<file path="config.mk">
export PLATFORM = sky130hd
export DESIGN_NAME = modmul_arbiter
export DESIGN_NICKNAME = d
export VERILOG_FILES = /design/src/rtl/modmul_arbiter.sv
export SDC_FILE = /design/constraint.sdc
export NUM_CORES = 1
export LEC_CHECK = 0
export CORE_MARGIN = 2
export CORE_UTILIZATION = 60
export DETAILED_ROUTE_END_ITERATION = 10
export DONT_BUFFER_PORTS = 1
export MAX_ROUTING_LAYER = met4
export PLACE_DENSITY = 0.74
export REMOVE_ABC_BUFFERS = 1
export SLEW_MARGIN = 25
export SYNTH_ARGS = -nofsm -noshare
export SYNTH_HDL_FRONTEND = slang
export SYNTH_SLANG_ARGS = --single-unit
</file>
<file path="constraint.sdc">
create_clock -name clk -period 3.43 [get_ports clk]
set_input_delay 0.686 -clock clk [delete_from_list [all_inputs] [get_ports clk]]
set_output_delay 0.686 -clock clk [all_outputs]
set_load 0.03 [all_outputs]
</file>
<file path="src/rtl/modmul_arbiter.sv">
// modmul_arbiter: shares one fully pipelined 12-bit modular multiplier (q = 3329)
// between two requesters. One request is issued per cycle. Operands are registered
// into the multiplier, and an {owner, tag} slot follows each product down a shift
// register that lines up with mm_c. Each product is returned to the port that issued it.
//
// Ports
//   clk, rst                  clock; synchronous active-high reset
//   cfg_fix_prio              1: port 0 wins ties; 0: round-robin
//   reqN_valid/ready/a/b/tag  request port N (ready = granted this cycle)
//   rspN_valid/c/tag          result port N, one-cycle pulse, no backpressure
//   mm_a, mm_b, mm_c          registered operands to, and result from, the multiplier
//   busy                      a slot is in flight or a request is accepted this cycle
//   err_range                 sticky: an accepted operand was >= Q
module modmul_arbiter #(
    parameter int unsigned MM_LAT = 4,
    parameter int unsigned TAG_W  = 8,
    parameter int unsigned Q      = 3329
) (
    input  logic             clk,
    input  logic             rst,
    input  logic             cfg_fix_prio,
    input  logic             req0_valid,
    output logic             req0_ready,
    input  logic [11:0]      req0_a,
    input  logic [11:0]      req0_b,
    input  logic [TAG_W-1:0] req0_tag,
    input  logic             req1_valid,
    output logic             req1_ready,
    input  logic [11:0]      req1_a,
    input  logic [11:0]      req1_b,
    input  logic [TAG_W-1:0] req1_tag,
    output logic             rsp0_valid,
    output logic [11:0]      rsp0_c,
    output logic [TAG_W-1:0] rsp0_tag,
    output logic             rsp1_valid,
    output logic [11:0]      rsp1_c,
    output logic [TAG_W-1:0] rsp1_tag,
    output logic [11:0]      mm_a,
    output logic [11:0]      mm_b,
    input  logic [11:0]      mm_c,
    output logic             busy,
    output logic             err_range
);

    // Stage 0 is loaded together with mm_a/mm_b. MM_LAT further stages follow it,
    // so the last stage is valid in the same cycle as the matching mm_c.
    localparam int unsigned NumStg = MM_LAT + 1;
    localparam logic [11:0] QVal   = 12'(Q);

    logic [NumStg-1:0] vld_q, vld_d;
    logic [NumStg-1:0] own_q, own_d;
    logic [TAG_W-1:0]  tag_q [NumStg];
    logic [TAG_W-1:0]  tag_d [NumStg];
    logic [11:0]       mm_a_q, mm_a_d, mm_b_q, mm_b_d;
    logic              last_gnt_q, last_gnt_d;
    logic              err_q, err_d;

    logic              gnt0, gnt1, accept;
    logic [11:0]       sel_a, sel_b;
    logic [TAG_W-1:0]  sel_tag;

    // last_gnt_q = 1 means port 1 was granted last, so port 0 wins the next tie.
    always_comb begin
        gnt0    = !rst && req0_valid && (!req1_valid || cfg_fix_prio || last_gnt_q);
        gnt1    = !rst && req1_valid && !gnt0;
        accept  = gnt0 || gnt1;
        sel_a   = gnt1 ? req1_a   : req0_a;
        sel_b   = gnt1 ? req1_b   : req0_b;
        sel_tag = gnt1 ? req1_tag : req0_tag;
    end

    always_comb begin
        mm_a_d     = accept ? sel_a : 12'd0;
        mm_b_d     = accept ? sel_b : 12'd0;
        last_gnt_d = accept ? gnt1 : last_gnt_q;
        err_d      = err_q || (accept && (sel_a >= QVal || sel_b >= QVal));
        vld_d      = {vld_q[NumStg-2:0], accept};
        own_d      = {own_q[NumStg-2:0], gnt1};
        tag_d[0]   = sel_tag;
        for (int i = 1; i < NumStg; i++) begin
            tag_d[i] = tag_q[i-1];
        end
    end

    always_ff @(posedge clk) begin
        if (rst) begin
            vld_q      <= '0;
            own_q      <= '0;
            mm_a_q     <= 12'd0;
            mm_b_q     <= 12'd0;
            last_gnt_q <= 1'b1;
            err_q      <= 1'b0;
            for (int i = 0; i < NumStg; i++) begin
                tag_q[i] <= '0;
            end
        end else begin
            vld_q      <= vld_d;
            own_q      <= own_d;
            mm_a_q     <= mm_a_d;
            mm_b_q     <= mm_b_d;
            last_gnt_q <= last_gnt_d;
            err_q      <= err_d;
            for (int i = 0; i < NumStg; i++) begin
                tag_q[i] <= tag_d[i];
            end
        end
    end

    always_comb begin
        req0_ready = gnt0;
        req1_ready = gnt1;
        rsp0_valid = !rst && vld_q[NumStg-1] && !own_q[NumStg-1];
        rsp1_valid = !rst && vld_q[NumStg-1] && own_q[NumStg-1];
        rsp0_c     = mm_c;
        rsp1_c     = mm_c;
        rsp0_tag   = tag_q[NumStg-1];
        rsp1_tag   = tag_q[NumStg-1];
        mm_a       = mm_a_q;
        mm_b       = mm_b_q;
        busy       = !rst && ((|vld_q) || accept);
        err_range  = err_q;
    end

endmodule

</file>
==> flow_metrics.tcl <==
set metrics [dict create \
    min_period_ns 2.399 \
    dp_hpwl_mm 3.748 \
    cts_tree "yes" \
    die_width_um 71.98 \
    worstMarginPinSlew_ns 0.9382 \
    path_clk_slew_ns 0.08 \
    min_path_cells 1 \
    dr.pass1.iters 4 \
    maxSlewViolCount 0 \
    synthMostInstantiatedCell "dfxtp_1" \
    portBuffers 0 \
    initialDrtViolationCount 102 \
    viasPerCell 5.586 \
    syn_inst 301 \
    rrSetupSlack_ns 1.46 \
    grt_usage 0.2201 \
    n_antenna_cell 0 \
    num_io_pins 151 \
    synth_adder_area_share 0 \
    grt-ovfl-total 0 \
    setup_viol 0 \
    status "completed" \
    cts_hold_buf 0 \
    die_area_sq_um 5181 \
    synthMuxAreaShare 0.003610 \
    initial_core_util 0.6281 \
    max_freq_ghz 0.4168 \
    grt_max_degree 58 \
    die_h_um 71.98 \
    wl_per_cell_um 16.97 \
    timing.final.crit_share 0.6995 \
    drv_cap 0 \
    ys_seq_area_frac 0.5487 \
    r2r_end "err_range" \
    antenna_found_initial 0 \
    endpoint_kind "output port" \
    cts_repair_resize_count 0 \
    yosysUniqueCellTypes 29 \
    rsz0062_at_grt "no" \
    synth-simple-area-share 0.2518 \
    post_cts_buffers 0 \
    synthTopCellsByArea "dfxtp_1 (55%), nor2b_1 (9.3%), nand2_1 (8.9%)" \
    r2r_start "last_gnt_q" \
    min-delay-path-class "in2reg" \
    min_from "rst" \
    dpl_cell_area_sq_um 2552 \
    grt_pass1_vias 1755 \
    ff_latch_area_sq_um 1521 \
    crit_fanout 36 \
    max-vdd-ir-drop_v 0.0003193 \
    vias 1810 \
    critPathLaunchType "register" \
    hold_viol 0 \
    synth_compound_gate_area_share 0.08123 \
    rr_worst_depth 5 \
    n_fill_cell 371 \
    netlist_top_cells_count "dfxtp_1 (76), nand2_1 (66), nor2b_1 (41), buf_4 (32), a21oi_1 (26)" \
    clock_path_buffers 2 \
    power.density_nw_per_um2 611.1 \
    synth.largest_area_cell "dfxtp_1" \
    synth_edf_count 0 \
    drive_gt1_frac 0.07353 \
    cp.arrival_ns 1.71 \
    netlist_area_sq_um 2773 \
    synth-warning-count 0 \
    numCtsBuffers 9 \
    ant_nets 0 \
    area_growth_pct -1.579 \
    ys.flop_type "dfxtp_1" \
    required_ns 2.74 \
    fp-row-count 24 \
    cts-root-buf "clkbuf_8" \
    crit_start "last_gnt_q" \
    clock_latency_ns 0.34 \
    synth_top_family_by_area "simple AND/OR/NAND/NOR gates" \
    synthXorXnorAreaFrac 0 \
    grt_pass1_wl_mm 8.169 \
    synth-seq-cells 76 \
    relSlewSlack 0.3732 \
    synth.top_cell.area_share 0.5487 \
    p_leak_nw 1.122 \
    globalplace.congestion 0.9080 \
    cts_max_level 3 \
    cts.sinks 76 \
    drc 0 \
    crit_type "reg2out" \
    synth_area_per_cell_sq_um 9.211 \
    synthArstFlopShare 0 \
    multi_input_area_sq_um 933.4 \
    core_area_sq_um 4414 \
    min_to "own_q[4]" \
    finalInstanceArea_sq_um 2729 \
    nNetsFinal 348 \
    fin_tns_setup_ns 0 \
    fin_worst_skew_ns 0.005864 \
    drt-total-wl_mm 5.498 \
]
[report_power, final]
group          internal [mW]  switching [mW]  leakage (nW)
Combinational         0.0370          0.0486         0.409
Clock                  0.284           0.317        0.0897
Sequential             0.925          0.0570         0.624
[state kept, by name, summed over array words and instances (netlist names)]
register    count
tag_q          40
own_q           5
mm_b           12
last_gnt_q      1
vld_q           5
err_range       1
mm_a           12
[per-layer routing]
| layer | global-route usage | routed length (um) |
|---|---|---|
| met1 | 0.2393 | 2240 |
| met2 | 0.3200 | 2505 |
| met3 | 0.1250 | 658 |
| met4 | 0.1153 | 93 |
| met5 | - | 0 |
[worst max-delay path by stage]
stage,slack (ns),to,depth (start not counted)
CTS,1.03,req1_ready,3
global route,0.93,req1_ready,3
global placement,1.10,req1_ready,3
detailed placement,1.08,req1_ready,3
floorplan,1.05,busy,2
finish,1.03,req1_ready,3
[kinds of logic (layout without fill, tap and decap cells)]
group           Yosys count  after routing
compound gates           38             38
mux                       1              1
buf+inv                  52             23
simple gates            134            134
flops                    76             76
[through the flow]
step           std cells  setup slack [ns]    util  hold WS, ns  total power [mW]
6_report             324             1.031  0.6182       0.4107             1.668
5_1_grt              324            0.9337  0.6182       0.3960             1.735
4_1_cts              324             1.028  0.6182       0.3977             1.682
3_5_place_dp         308             1.079  0.5782       0.4212             1.088
3_3_place_gp         308             1.099  0.5782       0.4157             1.084
2_1_floorplan        255             1.052       -       0.4138             1.068
[critical path: stages (launching register included)]
cell      delay (ns)
dfxtp_1         0.33
o21ai_2         0.18
nand3b_4        0.35
inv_4           0.49
[placed cells by master (no fill, tap or decap), types with 2 or more instances in the layout]
master / count
nand3b_1: 8
dfxtp_1: 76
nor3_1: 2
clkbuf_8: 10
a21oi_1: 26
or4_1: 6
clkinv_2: 2
nor2_1: 3
o211ai_1: 2
nand3_1: 2
nand2_1: 66
nor4_1: 2
inv_1: 5
nor2b_1: 41
a211oi_1: 2
[area by class of cell]
class	instances	area share
timing repair buffer	1	0.002751
tap	52	0.02384
inverter	6	0.009170
sequential	76	0.5575
clock inverter	5	0.01284
multi-input combinational	173	0.3420
clock buffer	11	0.05181
Note: power is estimated with default switching activity, not from simulation.
